===== src/rtl/load_unit_pkg.sv =====
// Shared load-unit definitions: load-op encodings (funct3 style) and the FSM
// state type used by the load execution stage.
package load_unit_pkg;

  localparam int LOAD_OP_WIDTH = 3;

  localparam logic [LOAD_OP_WIDTH-1:0] LOAD_OP_LB  = 3'b000;
  localparam logic [LOAD_OP_WIDTH-1:0] LOAD_OP_LH  = 3'b001;
  localparam logic [LOAD_OP_WIDTH-1:0] LOAD_OP_LW  = 3'b010;
  localparam logic [LOAD_OP_WIDTH-1:0] LOAD_OP_LBU = 3'b100;
  localparam logic [LOAD_OP_WIDTH-1:0] LOAD_OP_LHU = 3'b101;

  typedef enum logic [2:0] {
    IDLE   = 3'd0,
    REQ    = 3'd1,
    RESP   = 3'd2,
    FAULT  = 3'd3,
    AFAULT = 3'd4
  } load_unit_state_t;

endpackage


===== src/rtl/load_align_extend.sv =====
// Selects the addressed byte/half of a returned memory word and sign- or
// zero-extends it to XLEN according to the load type.
module load_align_extend
  import load_unit_pkg::*;
#(
  parameter int XLEN = 32
) (
  input  logic [LOAD_OP_WIDTH-1:0] load_op_i,
  input  logic [1:0]               byte_off_i,
  input  logic [XLEN-1:0]          word_i,
  output logic [XLEN-1:0]          result_o
);

  logic [7:0]  byte_sel;
  logic [15:0] half_sel;

  always_comb begin
    byte_sel = word_i[{byte_off_i, 3'b000} +: 8];
    half_sel = word_i[{byte_off_i[1], 4'b0000} +: 16];
    case (load_op_i)
      LOAD_OP_LBU: result_o = {{(XLEN-8){1'b0}}, byte_sel};
      LOAD_OP_LH:  result_o = {{(XLEN-16){half_sel[15]}}, half_sel};
      LOAD_OP_LHU: result_o = {{(XLEN-16){1'b0}}, half_sel};
      LOAD_OP_LW:  result_o = word_i;
      // LB and every unlisted encoding
      default:     result_o = {{(XLEN-8){byte_sel[7]}}, byte_sel};
    endcase
  end

endmodule


===== src/rtl/load_unit.sv =====
// Multicycle load execution stage: runs the memory read handshake, aligns and
// extends the data, and reports misaligned / access faults to the trap logic.
module load_unit
  import load_unit_pkg::*;
#(
  parameter int XLEN           = 32,
  parameter int TIMEOUT_CYCLES = 0
) (
  input  logic                     clk,
  input  logic                     rst,
  input  logic                     start,
  input  logic [LOAD_OP_WIDTH-1:0] LOADop,
  input  logic                     is_load_unaligned,
  input  logic [XLEN-1:0]          addr,
  input  logic                     flush,
  output logic                     busy,
  output logic                     mem_valid,
  output logic [XLEN-1:0]          mem_addr,
  input  logic                     mem_ready,
  input  logic                     mem_err,
  input  logic [XLEN-1:0]          mem_rdata,
  output logic                     result_valid,
  output logic [XLEN-1:0]          result,
  output logic                     fault_misaligned,
  output logic                     fault_access,
  output logic [XLEN-1:0]          fault_addr
);

  localparam int CNT_W = (TIMEOUT_CYCLES > 1) ? $clog2(TIMEOUT_CYCLES) : 1;
  localparam logic [CNT_W-1:0] TO_LAST =
    CNT_W'((TIMEOUT_CYCLES > 0) ? TIMEOUT_CYCLES - 1 : 0);

  load_unit_state_t         state_q, state_d;
  logic [LOAD_OP_WIDTH-1:0] op_q, op_d;
  logic [XLEN-1:0]          addr_q, addr_d;
  logic [XLEN-1:0]          rdata_q, rdata_d;
  logic [XLEN-1:0]          result_q, result_d;
  logic [XLEN-1:0]          fault_addr_q, fault_addr_d;
  logic [CNT_W-1:0]         cnt_q, cnt_d;
  logic                     drop_q, drop_d;

  logic [XLEN-1:0] aligned;
  logic            drop_eff;
  logic            timeout_hit;

  load_align_extend #(.XLEN(XLEN)) u_align (
    .load_op_i  (op_q),
    .byte_off_i (addr_q[1:0]),
    .word_i     (rdata_q),
    .result_o   (aligned)
  );

  always_ff @(posedge clk or posedge rst) begin
    if (rst) begin
      state_q      <= IDLE;
      op_q         <= '0;
      addr_q       <= '0;
      rdata_q      <= '0;
      result_q     <= '0;
      fault_addr_q <= '0;
      cnt_q        <= '0;
      drop_q       <= 1'b0;
    end else begin
      state_q      <= state_d;
      op_q         <= op_d;
      addr_q       <= addr_d;
      rdata_q      <= rdata_d;
      result_q     <= result_d;
      fault_addr_q <= fault_addr_d;
      cnt_q        <= cnt_d;
      drop_q       <= drop_d;
    end
  end

  // A flush seen at any point of REQ kills the eventual pulse, but the bus
  // transaction itself is always allowed to finish.
  assign drop_eff    = drop_q | flush;
  assign timeout_hit = (TIMEOUT_CYCLES > 0) && (cnt_q == TO_LAST);

  always_comb begin
    state_d          = state_q;
    op_d             = op_q;
    addr_d           = addr_q;
    rdata_d          = rdata_q;
    result_d         = result_q;
    fault_addr_d     = fault_addr_q;
    cnt_d            = cnt_q;
    drop_d           = drop_q;
    mem_valid        = 1'b0;
    result_valid     = 1'b0;
    fault_misaligned = 1'b0;
    fault_access     = 1'b0;

    unique case (state_q)
      IDLE: begin
        if (start && !flush) begin
          op_d   = LOADop;
          addr_d = addr;
          cnt_d  = '0;
          drop_d = 1'b0;
          if (is_load_unaligned) begin
            fault_addr_d = addr;
            state_d      = FAULT;
          end else begin
            state_d = REQ;
          end
        end
      end
      REQ: begin
        mem_valid = 1'b1;
        drop_d    = drop_eff;
        if (mem_ready) begin
          if (drop_eff) begin
            state_d = IDLE;
          end else if (mem_err) begin
            fault_addr_d = addr_q;
            state_d      = AFAULT;
          end else begin
            rdata_d = mem_rdata;
            state_d = RESP;
          end
        end else if (timeout_hit) begin
          if (drop_eff) begin
            state_d = IDLE;
          end else begin
            fault_addr_d = addr_q;
            state_d      = AFAULT;
          end
        end else if (TIMEOUT_CYCLES > 0) begin
          cnt_d = cnt_q + 1'b1;
        end
      end
      RESP: begin
        if (!flush) begin
          result_valid = 1'b1;
          result_d     = aligned;
        end
        state_d = IDLE;
      end
      FAULT: begin
        fault_misaligned = !flush;
        state_d          = IDLE;
      end
      AFAULT: begin
        fault_access = !flush;
        state_d      = IDLE;
      end
      default: state_d = IDLE;
    endcase
  end

  assign busy       = (state_q != IDLE);
  assign mem_addr   = {addr_q[XLEN-1:2], 2'b00};
  assign result     = result_valid ? aligned : result_q;
  assign fault_addr = fault_addr_q;

endmodule


===== config.mk =====
export PLATFORM = sky130hd
export DESIGN_NAME = load_unit
export DESIGN_NICKNAME = d
export VERILOG_FILES = /design/src/rtl/load_unit_pkg.sv /design/src/rtl/load_align_extend.sv /design/src/rtl/load_unit.sv
export SDC_FILE = /design/constraint.sdc
export NUM_CORES = 1
export LEC_CHECK = 0
export CORE_UTILIZATION = 45
export DETAILED_ROUTE_END_ITERATION = 16
export DONT_BUFFER_PORTS = 1
export HOLD_SLACK_MARGIN = 0.08
export PLACE_DENSITY_LB_ADDON = 0.3
export SYNTH_ARGS = -nofsm -noshare
export SYNTH_HDL_FRONTEND = slang
export SYNTH_SLANG_ARGS = --single-unit

===== constraint.sdc =====
create_clock -name clk -period 6.1 [get_ports clk]
set_input_delay 1.525 -clock clk [delete_from_list [all_inputs] [get_ports clk]]
set_output_delay 1.525 -clock clk [all_outputs]
set_load 0.01 [all_outputs]

==> impl_metrics.toml <==
[outcome]
status = "complete, no violations"

[sta]
worst_slew_pin_slew_ps = 1070
setup_ws_ps = 1000
drv_slew = 0
rsz0062_at_grt = "no"
post-route-period-util_pct = 83.6
finalSetupViolCount = 0
slew_headroom_pct = 28.2
final.setup_skew_ps = 6.44
max_freq_ghz = 0.196
setup-tns-final_ps = 0
hold_violations = 0
min_period_ps = 5100

[pwr]
peakVddDrop_mv = 0.296
power_switching_mw = 1.36
p_int_mw = 2.50
p_sw_share_pct = 35.3
power_leakage_nw = 2.85
pwr-share-comb_pct = 27.7
seqPwrFrac_pct = 45.7
power.density_mw_per_mm2 = 575
p_clk_share_pct = 26.6

[cells_and_area]
drive_above_1_share_pct = 39.3
layout-area-overhead-vs-synth_pct = 6.88
num-fill-cells = 1187
num-nets-final = 533
diodes = 0

[detailed_routing]
post_drt_wl_per_cell_um = 21.0
drt-vias-per-instance = 5.66
ant_nets = 0
vias = 3659
drc_errors = 0
drt-initial-drc-count = 164
first_pass_iters = 5
drt_wl_total_um = 13600

[clock_network]
cts_setup_buffers = 0
cts-hold-fix-buffers = 0
htree_num_levels = 4
numCtsBuffers = 17
clk_pin_slew_ps = 50
cts_resized = 0
cts_root_buffer = "clkbuf_16"
clockBufferDepth = 2
cts_tree = "done"
clock_latency_ps = 410
cts_num_sinks = 135

[setup_path]
crit_path_top_delay_cell = "or4b_1"
path_buf_inv = 1
required_ps = 4580
crit_family = "simple AND/OR/NAND/NOR gates"
arrival_ps = 3570
worst_setup_path_end_kind = "primary output"
r2r_start = "state_q[1]$_DFFE_PP0P_"
endpoint = "result[5]"
crit_type = "in2out"
r2r-end = "fault_addr[27]$_DFFE_PP0P_"
crit_fanout = 31
critPathMaxStageDelay_ps = 950
r2r_cells = 6
r2r_setup_slack_ps = 2920
crit_path_start_kind = "primary input"
cp.depth = 4
cp_cell_sequence = "or4b_1 > clkinv_4 > o21ai_1 > o221ai_1"
startpoint = "flush"

[floorplanning]
die_area_mm2 = 0.0145
die_y_um = 120
die_w_um = 120
row_count = 42
io_pins = 175
start_util_pct = 46.7
fp.coreArea_mm2 = 0.0135

[logic_synthesis]
synth_cells = 495
synth-edff-count = 0
syn_area_mm2 = 0.00629
avgSynthCellArea_um2 = 12.7
synth.area.top_cells = "dfrtp_1 (54%), mux2_2 (25%), buf_4 (3.9%)"
ys_seq_elements = 135
async_flop_share_pct = 100
yosysWarnings = 0
yosysMostFrequentCell = "mux2_2"
yosysTopAreaCell = "dfrtp_1"
synth_ff_type = "dfrtp_1"
ys_top_cells_by_count = "mux2_2 (137), dfrtp_1 (135), a21oi_1 (48)"
seq_area_frac_synth_pct = 53.7
synth_top_area_share_pct = 53.7
synth_cell_types = 40

[grt]
grt_pass1_vias = 3861
antenna_found_initial = 1
overflow = 0
grt_max_degree = 79
grt_pass1_wl_um = 21200
track_usage_pct = 19.7

[place]
io_buffers = 0
dp_slack_ps = 991
gpl.final_weighted_congestion = 0.820
dp_hpwl_um = 9260

[worst_hold_path]
hold_class = "reg2reg"

[job]
maxCapViolCount = 0
-- sequential cells by signal, summed over array words and instances (netlist names) --
name        flops
addr_q         32
fault_addr     32
state_q         3
drop_q          1
rdata_q        32
op_q            3
result_q       32
-- power groups by stage --
stage | clock, mW | sequential (mW) | combinational, mW
6_report | 1.03 | 1.77 | 1.07
5_1_grt | 1.09 | 1.82 | 1.17
4_1_cts | 1.06 | 1.77 | 1.08
3_5_place_dp | 0 | 1.78 | 1.08
3_3_place_gp | 0 | 1.76 | 1.04
2_1_floorplan | 0 | 1.59 | 1.12
-- layout make-up --
class                   instances  area [um2]  area share (%)
flip-flops and latches        135        3380            50.3
multi-input cells             293        2460            36.7
well taps                     176         220            3.28
inverters                      10        47.5           0.707
clock inverters                12         154            2.29
repair buffers                  2        15.0           0.223
clock buffers                  19         443            6.59
-- per-stage QoR --
stage | power, mW | area [um2] | std cells | hold WS, ps | utilization (%)
final | 3.87 | 6720 | 647 | 503 | 50.0
after global placement | 2.80 | 6120 | 616 | 492 | 45.5
after CTS | 3.91 | 6720 | 647 | 507 | 50.0
after global routing | 4.08 | 6720 | 647 | 511 | 50.0
after floorplan | 2.70 | 6290 | 496 | 479 | -
after detailed placement | 2.86 | 6120 | 616 | 494 | 45.5
-- cells by family after synthesis --
logic type / share of synthesized area [%]
multiplexers: 26.7
flip-flops: 53.7
AND/OR/NAND/NOR: 5.43
AO/OA/AOI/OAI: 6.74
buffers and inverters: 7.32
other: 0.0596
-- worst min path at each step --
stage                           startpoint                     end  slack (ps)  depth (start not counted)
finish              rdata_q[5]$_DFFE_PP0P_  rdata_q[5]$_DFFE_PP0P_         500                          1
global route        rdata_q[5]$_DFFE_PP0P_  rdata_q[5]$_DFFE_PP0P_         510                          1
CTS                 rdata_q[5]$_DFFE_PP0P_  rdata_q[5]$_DFFE_PP0P_         510                          1
detailed placement  rdata_q[5]$_DFFE_PP0P_  rdata_q[5]$_DFFE_PP0P_         490                          1
global placement    rdata_q[2]$_DFFE_PP0P_  rdata_q[2]$_DFFE_PP0P_         490                          1
floorplan           rdata_q[1]$_DFFE_PP0P_  rdata_q[1]$_DFFE_PP0P_         480                          1
-- layout by cell type, fill, tap and decap left out, types with 2 or more instances in the layout --
cell,count
dfrtp_1,135
inv_1,7
o21ai_0,3
nor2_1,37
buf_4,2
nand2_1,19
clkinv_4,4
nor2b_1,2
o221ai_1,6
clkbuf_16,17
clkinvlp_4,3
mux2_2,137
conb_1,2
a31oi_1,2
a21oi_1,48
clkinv_2,3
nand2_2,2
a32oi_1,2
nor3_1,3
bufinv_16,3
mux4_2,3
mux2i_1,7
nand3_1,3
-- routing by layer --
| layer | routed length, um | share of wire, % | GRT usage [%] |
|---|---|---|---|
| met5 | 13 | 0.096 | 0 |
| met4 | 116 | 0.85 | 7.25 |
| met3 | 1490 | 11 | 9.20 |
| met2 | 6650 | 49 | 30.9 |
| met1 | 5340 | 39 | 23.5 |
Note: power is estimated with default switching activity, not from simulation.
